### src/rtl/ascensor_pkg.sv
// ascensor_pkg: shared state encoding and call-search helpers for the elevator controller.
package ascensor_pkg;

    typedef enum logic [2:0] {INIT, IDLE, MOVE_UP, MOVE_DN, DOOR} state_t;

    function automatic logic any_above(input logic [15:0] p, input logic [3:0] f);
        return |(p >> (5'(f) + 5'd1));
    endfunction

    function automatic logic any_below(input logic [15:0] p, input logic [3:0] f);
        return |(p & ((16'd1 << f) - 16'd1));
    endfunction

endpackage

### src/rtl/elev_door_timer.sv
// elev_door_timer: door-open down-counter; loaded on door entry, reloaded while held.
module elev_door_timer #(
    parameter int CYCLES = 8,
    localparam int CW = $clog2(CYCLES + 1)
) (
    input  logic clk,
    input  logic rst_n,
    input  logic load,
    input  logic reload,
    output logic done
);

    logic [CW-1:0] cnt;

    // Counts CYCLES-1 down to 0, so the door spends exactly CYCLES cycles open.
    always_ff @(posedge clk or negedge rst_n)
        if (!rst_n) cnt <= '0;
        else if (load || reload) cnt <= CW'(CYCLES - 1);
        else if (cnt != '0) cnt <= cnt - 1'b1;

    assign done = (cnt == '0) && !reload;

endmodule

### src/rtl/elev_call_ctrl.sv
// elev_call_ctrl: SCAN elevator controller exciting the UP/DOWN motor JK flip-flops.
// Define ELEV_DOOR_HOLD_EN to add the door_hold input that keeps the door open.
module elev_call_ctrl
    import ascensor_pkg::*;
#(
    parameter int N_FLOORS = 4,
    parameter int DOOR_CYCLES = 8,
    localparam int FLOOR_W = $clog2(N_FLOORS)
) (
    input  logic                clk,
    input  logic                rst_n,
    input  logic [N_FLOORS-1:0] call_req,
    input  logic                floor_tick,
`ifdef ELEV_DOOR_HOLD_EN
    input  logic                door_hold,
`endif
    output logic                j_up,
    output logic                k_up,
    output logic                j_dn,
    output logic                k_dn,
    output logic [FLOOR_W-1:0]  cur_floor,
    output logic                door_open,
    output logic [N_FLOORS-1:0] pending,
    output logic                dir_up
);

    state_t state, nxt, idle_nxt;
    logic [FLOOR_W-1:0] floor_n;
    logic [N_FLOORS-1:0] cur_bit, eff, pending_n;
    logic above, below, door_done, hold, load;
    logic ju_n, ku_n, jd_n, kd_n, dir_n;

    // Calls for the floor the door is open at are dropped, so they never latch.
    assign cur_bit = N_FLOORS'(1) << cur_floor;
    assign eff = (pending | call_req) & ~((state == DOOR) ? cur_bit : '0);
    assign above = any_above(16'(eff), 4'(cur_floor));
    assign below = any_below(16'(eff), 4'(cur_floor));
    assign idle_nxt = eff[cur_floor] ? DOOR :
                      (above && (dir_up || !below)) ? MOVE_UP :
                      below ? MOVE_DN : IDLE;

    always_comb begin
        nxt = state;
        floor_n = cur_floor;
        case (state)
            INIT:    nxt = IDLE;
            IDLE:    nxt = idle_nxt;
            MOVE_UP:
                if (cur_floor == FLOOR_W'(N_FLOORS - 1)) nxt = IDLE;
                else if (floor_tick) begin
                    floor_n = cur_floor + 1'b1;
                    nxt = eff[floor_n] ? DOOR : MOVE_UP;
                end
            MOVE_DN:
                if (cur_floor == '0) nxt = IDLE;
                else if (floor_tick) begin
                    floor_n = cur_floor - 1'b1;
                    nxt = eff[floor_n] ? DOOR : MOVE_DN;
                end
            DOOR:    nxt = door_done ? idle_nxt : DOOR;
            default: nxt = INIT;
        endcase
    end

    assign pending_n = eff & ~((state == DOOR || nxt == DOOR) ? (N_FLOORS'(1) << floor_n) : '0);
    assign ju_n = (nxt == MOVE_UP) && (state != MOVE_UP);
    assign jd_n = (nxt == MOVE_DN) && (state != MOVE_DN);
    assign ku_n = (state == INIT) || ((state == MOVE_UP) && (nxt != MOVE_UP));
    assign kd_n = (state == INIT) || ((state == MOVE_DN) && (nxt != MOVE_DN));
    assign dir_n = ju_n ? 1'b1 : jd_n ? 1'b0 : dir_up;
    assign load = (nxt == DOOR) && (state != DOOR);
    assign door_open = (state == DOOR);

`ifdef ELEV_DOOR_HOLD_EN
    assign hold = (state == DOOR) && door_hold;
`else
    assign hold = 1'b0;
`endif

    elev_door_timer #(.CYCLES(DOOR_CYCLES)) u_timer (
        .clk    (clk),
        .rst_n  (rst_n),
        .load   (load),
        .reload (hold),
        .done   (door_done)
    );

    always_ff @(posedge clk or negedge rst_n)
        if (!rst_n) begin
            state     <= INIT;
            cur_floor <= '0;
            pending   <= '0;
            dir_up    <= 1'b1;
            j_up      <= 1'b0;
            k_up      <= 1'b0;
            j_dn      <= 1'b0;
            k_dn      <= 1'b0;
        end else begin
            state     <= nxt;
            cur_floor <= floor_n;
            pending   <= pending_n;
            dir_up    <= dir_n;
            j_up      <= ju_n;
            k_up      <= ku_n;
            j_dn      <= jd_n;
            k_dn      <= kd_n;
        end

endmodule

### config.mk
export PLATFORM = sky130hd
export DESIGN_NAME = elev_call_ctrl
export DESIGN_NICKNAME = d
export VERILOG_FILES = /design/src/rtl/ascensor_pkg.sv /design/src/rtl/elev_door_timer.sv /design/src/rtl/elev_call_ctrl.sv
export SDC_FILE = /design/constraint.sdc
export NUM_CORES = 1
export LEC_CHECK = 0
export BUFFER_PORTS_ARGS = -buffer_cell sky130_fd_sc_hd__buf_4
export CORE_AREA = 2 2 55 57
export DETAILED_ROUTE_END_ITERATION = 8
export DIE_AREA = 0 0 57 59
export GPL_ROUTABILITY_DRIVEN = 0
export PLACE_DENSITY = 0.69
export SLEW_MARGIN = 20
export SYNTH_ARGS = -nofsm -noshare
export SYNTH_HDL_FRONTEND = slang
export SYNTH_SLANG_ARGS = --single-unit
### constraint.sdc
create_clock -name clk -period 2.8 [get_ports clk]
set_input_delay 0.14 -clock clk [delete_from_list [all_inputs] [get_ports clk]]
set_output_delay 0.14 -clock clk [all_outputs]
set_load 0.005 [all_outputs]
==> qor.csv, run 1 <==
stage,metric,value,unit
outcome,status,finished clean,
drt,wl_met3,181,µm
cells_and_area,area.growth.synth_to_final,18.48,%
synth,synthTopCellsByCount,"dfrtp_1, a21oi_1, nand2_1",
run,max-cap-violations,0,
sta,min_period_over_period,95.67,%
synth,synth_most_common_cell,dfrtp_1,
synth,synth-edff-count,0,
drt,via_per_inst,6.221,
sta,setup_tns,0,ps
drt,ant_nets,0,
setup_path,crit_fanout,6,
grt,grt.overflow.total,0,
synth,ys.flop_type,dfrtp_1,
cells_and_area,drive_above_1_share,24.86,%
synth,avgSynthCellArea,9.012,µm²
sta,rsz0062_at_grt,false,
place,place_hpwl,2.530,mm
die,ioPinCount,19,
cells_and_area,num-fill-cells,248,
synth,ys_types,46,
setup_path,worstPathArrival,2910,ps
sta,worst_pin_slew,577.8,ps
cells_and_area,nets,188,
drt,drt_iter0_markers,29,
synth,synthesis.area,1334,µm²
synth,synth_area_leaders,"dfrtp_1, ha_1, a21oi_1, nand2_1, inv_1",
cells_and_area,antenna_cells,0,
setup_path,end_kind,flop,
grt,grtUsageTotal,21.71,%
grt,grt_pass1_wl,5.699,mm
synth,synth_seq_cells,18,
drt,wirelength_met1,1.508,mm
die,num_rows,19,
setup_path,crit_path_start_kind,flop,
sta,setup_viol,0,
drt,highest_layer,met4,
clock_tree,cts_buffer_depth,2,
die,fp.dieW,57,µm
place,dp_cells,199,
die,start_util,49.22,%
cells_and_area,instances_no_fill,204,
sta,fmax,373.3,MHz
synth,yosys.area.top_type,dfrtp_1,
die,die_y,59,µm
setup_path,path_class,reg -> reg,
synth,synthCells,148,
grt,first_global_vias,1311,
synth,ys_seq_area_share,33.86,%
clock_tree,cts_tree,done,
grt,grt_antenna_before_repair,0,
place,place_area,1534,µm²
hold_path,min_path_type,in -> reg,
pwr,p_leak,0.0006828,µW
synth,synthArstFlopShare,100.0,%
drt,vias,1269,
drt,drcViolationCount,0,
synth,synth_nets,162,
drt,wl_per_cell,16.51,µm
drt,routed-wl-met2,1.642,mm
pwr,ir_drop,0.7612,mV
clock_tree,clock_latency,320,ps
die,dieArea,3363,µm²
clock_tree,h-tree-depth,1,
grt,grt_max_degree,19,
clock_tree,clk_pin_slew,130,ps
clock_tree,clock_sinks,18,
pwr,p_per_area,1301,nW/µm²
setup_path,critPathRequiredTime,3030,ps
clock_tree,cts_buffers,3,
place,port_buffers,18,
drt,drt_pass1_iterations,4,
clock_tree,root_buffer,clkbuf_4,
die,coreArea,2710,µm²
sta,max_slew_margin,61.34,%
sta,slew_viol_final,0,
synth,yosysWarnings,0,
pwr,total_power,2056,µW
drt,wl,3.368,mm
sta,hold_viol_final,0,
sta,skew,24.53,ps
synth,yosysTopAreaCellShare,31.89,%
cells_and_area,stdcell_area,1580,µm²
sta,period_needed,2679,ps
==> worst paths after layout <==
path                                     start              to  slack, ps  depth (start not counted)
worst max-delay path              cur_floor[1]          dir_up        120                          8
min in group asynchronous                rst_n        state[2]        210                          2
worst min-delay path                floor_tick            k_up        150                          3
max in group asynchronous                rst_n          dir_up       2300                          2
worst max register to register    cur_floor[1]          dir_up        120                          8
worst min register to register  u_timer.cnt[1]  u_timer.cnt[1]        590                          2
==> through the flow <==
step | hold slack (ps) | worst slack, ps | utilization, %
floorplan | -155.6 | 341.5 | -
global placement | 23.68 | 280.4 | 56.60
detailed placement | 30.91 | 208.2 | 56.60
CTS | 157.3 | 168.8 | 58.31
global route | 183.3 | 25.84 | 58.31
finish | 149.4 | 121.3 | 58.31
==> state kept, by name (all words and copies together) (netlist names) <==
register     flops
cur_floor        2
u_timer.cnt      4
j_dn             1
j_up             1
k_up             1
k_dn             1
state            3
dir_up           1
pending          4
==> layer usage <==
metal / vias up / global-route usage, %
li1: 603 / -
met1: 622 / 26.53
met2: 38 / 37.44
met3: 6 / 4.367
met4: 0 / 9.302
met5: - / 0
==> timing repair <==
action / in CTS / in global routing
endpoints found under the hold margin: 18 / 0
buffers inserted: 0 / 0
hold buffers: 1 / 0
gates resized for setup: 0 / 0
==> critical path, stage by stage, from the launching register on <==
cell      delay [ps]
dfrtp_1          460
ha_1             310
and4bb_2         350
nor2_1            80
mux4_2           550
a211oi_2         260
or2_2            180
o22ai_1           80
a221o_1          310
==> where the power goes <==
part           leakage, µW  switching, µW  internal [µW]
registers         0.000210            123            386
logic             0.000452            758            618
clock network    0.0000210           92.1           79.4
==> logic make-up after synthesis <==
group                    Yosys count  share of synthesized area [%]
AO/OA/AOI/OAI                     49                          27.02
XOR/XNOR                           3                          1.970
adder cells (fa/ha/maj)            7                          6.566
buffers and inverters             14                          4.222
flip-flops                        18                          33.87
multiplexers                       1                          1.688
AND/OR/NAND/NOR                   56                          24.67
==> placed cells by master, fill, tap and decap left out, drive strengths merged, types with 2 or more instances in the layout <==
| cell | count |
|---|---|
| o21a | 5 |
| a21oi | 12 |
| dfrtp | 17 |
| nor3b | 2 |
| and4bb | 2 |
| xnor2 | 3 |
| or3 | 4 |
| nor3 | 5 |
| nand4bb | 2 |
| a221oi | 2 |
| ha | 7 |
| inv | 10 |
| buf | 24 |
| nand3 | 2 |
| o22ai | 4 |
| nand2b | 2 |
| o21bai | 2 |
| a211oi | 3 |
| clkbuf | 4 |
| nor2b | 4 |
| or2 | 5 |
| nand2 | 12 |
| nor2 | 10 |
| o32ai | 5 |
| o21ai | 8 |
| and3 | 3 |
==> layout make-up <==
cell class	count	area [µm²]	area share, %
clock buffers	4	36.28	2.296
inverters	10	37.54	2.375
multi-input cells	116	825.8	52.26
flip-flops and latches	18	451.7	28.58
well taps	31	38.79	2.454
repair buffers	25	190.2	12.03
Power figures use the tool's default switching activity.
==> inputs of run 2 (changes only) <==
MAX_ROUTING_LAYER = met4   (was unset)
==> qor.csv, run 2 (same netlist as run 1, synthesis figures left out) <==
stage,metric,value,unit,change
sta,rsz0062_at_grt,false,,unchanged
cells_and_area,nets,188,,unchanged
grt,grt_max_degree,19,,unchanged
sta,setup_tns,0,ps,unchanged
cells_and_area,mostFrequentLayoutCell,buf_4,,unchanged
setup_path,cp_slowest_cell,mux4_2,,unchanged
clock_tree,cts_buffer_depth,2,,unchanged
drt,wl,3.350,mm,was 3.368 mm
sta,worst_pin_slew,577.7,ps,was 577.8 ps
pwr,internal-power,1084,µW,about the same
setup_path,crit_fanout,6,,unchanged
setup_path,path_class,reg -> reg,,unchanged
pwr,p_leak,0.0006828,µW,unchanged
sta,whs,155.1,ps,was 149.4 ps
place,port_buffers,18,,unchanged
grt,grt.overflow.total,0,,unchanged
place,dp_cells,199,,unchanged
clock_tree,clock_latency,310,ps,was 320 ps
sta,skew,20.21,ps,was 24.53 ps
setup_path,cp_cell_sequence,ha_1 -> and4bb_2 -> nor2_1 -> mux4_2 -> a211oi_2 -> o32ai_1 -> a221o_1,,was ha_1 -> and4bb_2 -> nor2_1 -> mux4_2 -> a211oi_2 -> or2_2 -> o22ai_1 -> a221o_1
setup_path,worstPathArrival,2890,ps,was 2910 ps
die,die_y,59,µm,unchanged
pwr,combPwrFrac,67.0,%,was 66.9%
grt,grt_pass1_wl,5.699,mm,unchanged
cells_and_area,mostFrequentLayoutCells,"buf_4, dfrtp_1, nand2_1, a21oi_1, inv_1",,unchanged
outcome,status,finished clean,,unchanged
sta,fmax,375.3,MHz,was 373.3 MHz
hold_path,min_path_type,in -> reg,,unchanged
drt,wl_per_cell,16.42,µm,was 16.51 µm
pwr,netSwitchingFraction,47.15,%,was 47.27%
clock_tree,root_buffer,clkbuf_4,,unchanged
die,num_rows,19,,unchanged
die,start_util,49.22,%,unchanged
run,max-cap-violations,0,,unchanged
drt,drcViolationCount,0,,unchanged
die,fp.dieW,57,µm,unchanged
clock_tree,clock_sinks,18,,unchanged
setup_path,critPathMaxStageDelay,550,ps,about the same
drt,vias,1261,,was 1269
cells_and_area,drive_above_1_share,24.86,%,unchanged
pwr,clock_power_share,8.2,%,was 8.3%
clock_tree,cts_tree,done,,unchanged
drt,via_per_inst,6.181,,was 6.221
die,coreArea,2710,µm²,unchanged
clock_tree,cts_buffers,3,,unchanged
die,dieArea,3363,µm²,unchanged
cells_and_area,reg_top3,"pending (4), u_timer.cnt (4), state (3)",,unchanged
place,preCtsSetupSlack,208.2,ps,unchanged
place,place_hpwl,2.530,mm,unchanged
grt,grt_antenna_before_repair,0,,unchanged
sta,min_period_over_period,95.16,%,was 95.67%
sta,slew_viol_final,0,,unchanged
sta,hold_viol_final,0,,unchanged
drt,drt_iter0_markers,40,,was 29
grt,first_global_vias,1311,,unchanged
clock_tree,cts_setup_buffers,0,,unchanged
sta,setup_viol,0,,unchanged
cells_and_area,instances_no_fill,204,,unchanged
pwr,switchingPower,967.3,µW,was 972.2 µW
cells_and_area,area.growth.synth_to_final,18.48,%,unchanged
grt,grtUsageTotal,22.37,%,was 21.71%
pwr,p_per_area,1298,nW/µm²,was 1301 nW/µm²
pwr,ir_drop,0.7596,mV,was 0.7612 mV
setup_path,end_kind,flop,,unchanged
die,ioPinCount,19,,unchanged
setup_path,critPathRequiredTime,3030,ps,about the same
drt,drt_pass1_iterations,4,,unchanged
setup_path,crit_path_start_kind,flop,,unchanged
pwr,seqPwrFrac,24.8,%,was 24.7%
drt,ant_nets,0,,unchanged
sta,max_slew_margin,61.34,%,about the same
sta,fin_ws,135.6,ps,was 121.3 ps
sta,period_needed,2664,ps,was 2679 ps
clock_tree,h-tree-depth,1,,unchanged
cells_and_area,antenna_cells,0,,unchanged
clock_tree,clk_pin_slew,120,ps,was 130 ps
run 2: through the flow:
stage,total power (µW),utilization (%),cell area (µm²)
finish,2051,58.31,1580
global route,2240,58.31,1580
CTS,2041,58.31,1580
detailed placement,1867,56.60,1534
global placement,1829,56.60,1534
floorplan,1452,-,1334
run 2: layer usage:
layer  vias to the layer above  part of all wire, %  GRT usage (%)
li1                        600                    -              -
met1                       595                   43          26.53
met2                        56                   48          37.44
met3                        10                  7.3          4.367
met4                         0                  1.5          9.302
met5                         -                    0              -
run 2: worst max-delay path, delay by kind of cell, from the launching register on:
kind | cells | cell delay, ps
mux | 1 | 550
fa+ha+maj | 1 | 310
compound gates | 3 | 850
flops | 1 | 450
simple gates | 2 | 420
run 2: final timing paths:
path                                startpoint             end  slack, ps  cells after the start
max in group asynchronous                rst_n          dir_up       2300                      2
worst max register to register    cur_floor[1]          dir_up        140                      7
worst min-delay path                floor_tick            k_up        160                      3
worst min register to register  u_timer.cnt[1]  u_timer.cnt[1]        590                      2
min in group asynchronous                rst_n    cur_floor[0]        220                      2
worst max-delay path              cur_floor[1]          dir_up        140                      7
run 2: layout make-up:
cell class / instances / area (µm²)
multi-input cells: 116 / 825.8
well taps: 31 / 38.79
inverters: 10 / 37.54
fillers: 248 / 1130
flip-flops and latches: 18 / 451.7
repair buffers: 25 / 190.2
clock buffers: 4 / 36.28
run 2: timing repair:
action                                 4_1_cts  5_1_grt
endpoints found under the hold margin       18        0
gates resized for setup                      0        0
hold buffers                                 1        0
run 2: power groups by stage:
stage	combinational [µW]	clock (µW)	sequential, µW
floorplan	960	0	493
global placement	1330	0	500
detailed placement	1360	0	509
CTS	1360	172	506
global route	1530	181	527
finish	1370	169	508
==> inputs of run 3 (changes only) <==
clock period = 2.6 ns   (was 2.8 ns; I/O delays follow)
==> qor.csv, run 3 (same netlist as run 1, synthesis figures left out) <==
stage,metric,value,unit,change
grt,grt.overflow.total,0,,unchanged
cells_and_area,mostFrequentLayoutCell,buf_4,,unchanged
clock_tree,h-tree-depth,1,,unchanged
cells_and_area,drive_above_1_share,28.00,%,was 24.86%
drt,drcViolationCount,0,,unchanged
pwr,p_per_area,1392,nW/µm²,was 1298 nW/µm²
clock_tree,cts_setup_buffers,0,,unchanged
drt,ant_nets,0,,unchanged
drt,drt_iter0_markers,47,,was 40
grt,grt_max_degree,19,,unchanged
cells_and_area,num-fill-cells,250,,was 248
sta,hold_viol_final,0,,unchanged
die,ioPinCount,19,,unchanged
sta,skew,14.66,ps,was 20.21 ps
outcome,status,finished clean,,unchanged
sta,worst_pin_slew,476.1,ps,was 577.7 ps
drt,vias,1248,,was 1261
sta,max_slew_margin,68.26,%,was 61.34%
place,place_hpwl,2.531,mm,was 2.530 mm
grt,grtUsageTotal,22.03,%,was 22.37%
clock_tree,root_buffer,clkbuf_4,,unchanged
cells_and_area,area.growth.synth_to_final,20.36,%,was 18.48%
die,coreArea,2710,µm²,unchanged
grt,grt_antenna_before_repair,0,,unchanged
cells_and_area,nets,190,,was 188
sta,slew_viol_final,0,,unchanged
setup_path,critPathRequiredTime,2850,ps,was 3030 ps
grt,grt_pass1_wl,5.485,mm,was 5.699 mm
clock_tree,clk_pin_slew,120,ps,about the same
drt,wl_per_cell,15.86,µm,was 16.42 µm
hold_path,min_path_type,in -> reg,,unchanged
grt,first_global_vias,1209,,was 1311
clock_tree,clock_sinks,18,,unchanged
sta,period_needed,2520,ps,was 2664 ps
run,max-cap-violations,0,,unchanged
clock_tree,cts_buffer_depth,2,,unchanged
sta,whs,173.7,ps,was 155.1 ps
setup_path,crit_fanout,9,,was 6
die,die_y,59,µm,unchanged
clock_tree,cts_tree,done,,unchanged
die,start_util,49.22,%,unchanged
cells_and_area,reg_top3,"pending (4), u_timer.cnt (4), state (3)",,unchanged
cells_and_area,mostFrequentLayoutCells,"buf_4, dfrtp_1, nand2_1, a21oi_1",,"was buf_4, dfrtp_1, nand2_1, a21oi_1, inv_1"
place,port_buffers,18,,unchanged
pwr,ir_drop,0.9742,mV,was 0.7596 mV
sta,fmax,396.9,MHz,was 375.3 MHz
place,place_area,1549,µm²,was 1534 µm²
die,fp.dieW,57,µm,unchanged
setup_path,path_class,reg -> reg,,unchanged
clock_tree,clock_latency,310,ps,about the same
sta,setup_viol,0,,unchanged
sta,rsz0062_at_grt,true,,was false
pwr,p_leak,0.0006935,µW,was 0.0006828 µW
sta,min_period_over_period,96.92,%,was 95.16%
clock_tree,cts_buffers,3,,unchanged
cells_and_area,stdcell_area,1605,µm²,was 1580 µm²
drt,drt_pass1_iterations,4,,unchanged
cells_and_area,antenna_cells,0,,unchanged
setup_path,worstPathArrival,2770,ps,was 2890 ps
setup_path,end_kind,flop,,unchanged
setup_path,crit_path_start_kind,flop,,unchanged
drt,via_per_inst,6.058,,was 6.181
die,dieArea,3363,µm²,unchanged
die,num_rows,19,,unchanged
drt,wl,3.267,mm,was 3.350 mm
==> run 3: through the flow <==
step	setup slack (ps)	power [µW]	TNS [ps]	util, %	std cells
finish	80.20	2235	0	59.23	206
global route	-63.79	2431	-121.2	59.23	206
CTS	7.645	2217	0	58.86	206
detailed placement	39.00	2026	0	57.16	201
global placement	69.61	1975	0	57.16	201
floorplan	141.5	1564	0	-	148
==> run 3: worst paths after layout <==
path / end / cells past startpoint / slack, ps / from
max: dir_up / 9 / 80 / cur_floor[1]
min: k_up / 3 / 170 / floor_tick
max reg2reg: dir_up / 9 / 80 / cur_floor[1]
min reg2reg: u_timer.cnt[1] / 2 / 550 / u_timer.cnt[1]
max in group asynchronous: dir_up / 2 / 2130 / rst_n
min in group asynchronous: pending[3] / 2 / 210 / rst_n
==> run 3: worst max-delay path, cell delays in order (launching register included) <==
cell and delay (ps):
dfrtp_2 480, inv_1 160, ha_1 250, nand4bb_1 150, a32o_1 360, and3_1 200, o32ai_1 270, or2_2 200
o22ai_1 80, a221o_1 300
==> run 3: cell type report <==
type                    instances  area, µm²  area share [%]
clock buffers                   4      36.28           2.260
inverters                      10      37.54           2.338
multi-input cells             116      834.6           51.99
flip-flops and latches         18      452.9           28.22
well taps                      31      38.79           2.416
repair buffers                 27      205.2           12.78
==> run 3: metal layers <==
layer / part of all wire [%] / vias to the layer above / GRT usage [%]
met2: 47 / 49 / 34.48
li1: - / 612 / -
met1: 45 / 581 / 29.03
met4: 1.5 / 0 / 8.970
met3: 7.0 / 6 / 3.057
met5: 0 / - / -
==> run 3: what timing repair did <==
action	4_1_cts	5_1_grt
hold buffers	1	0
gates resized for setup	0	4
endpoints found under the hold margin	18	0
setup endpoints to repair	0	5
==> run 3: power by group <==
| group | internal [µW] | switching (µW) |
|---|---|---|
| Combinational | 688 | 827 |
| Clock | 85.5 | 95.9 |
| Sequential | 418 | 121 |
| Total | 1190 | 1040 |
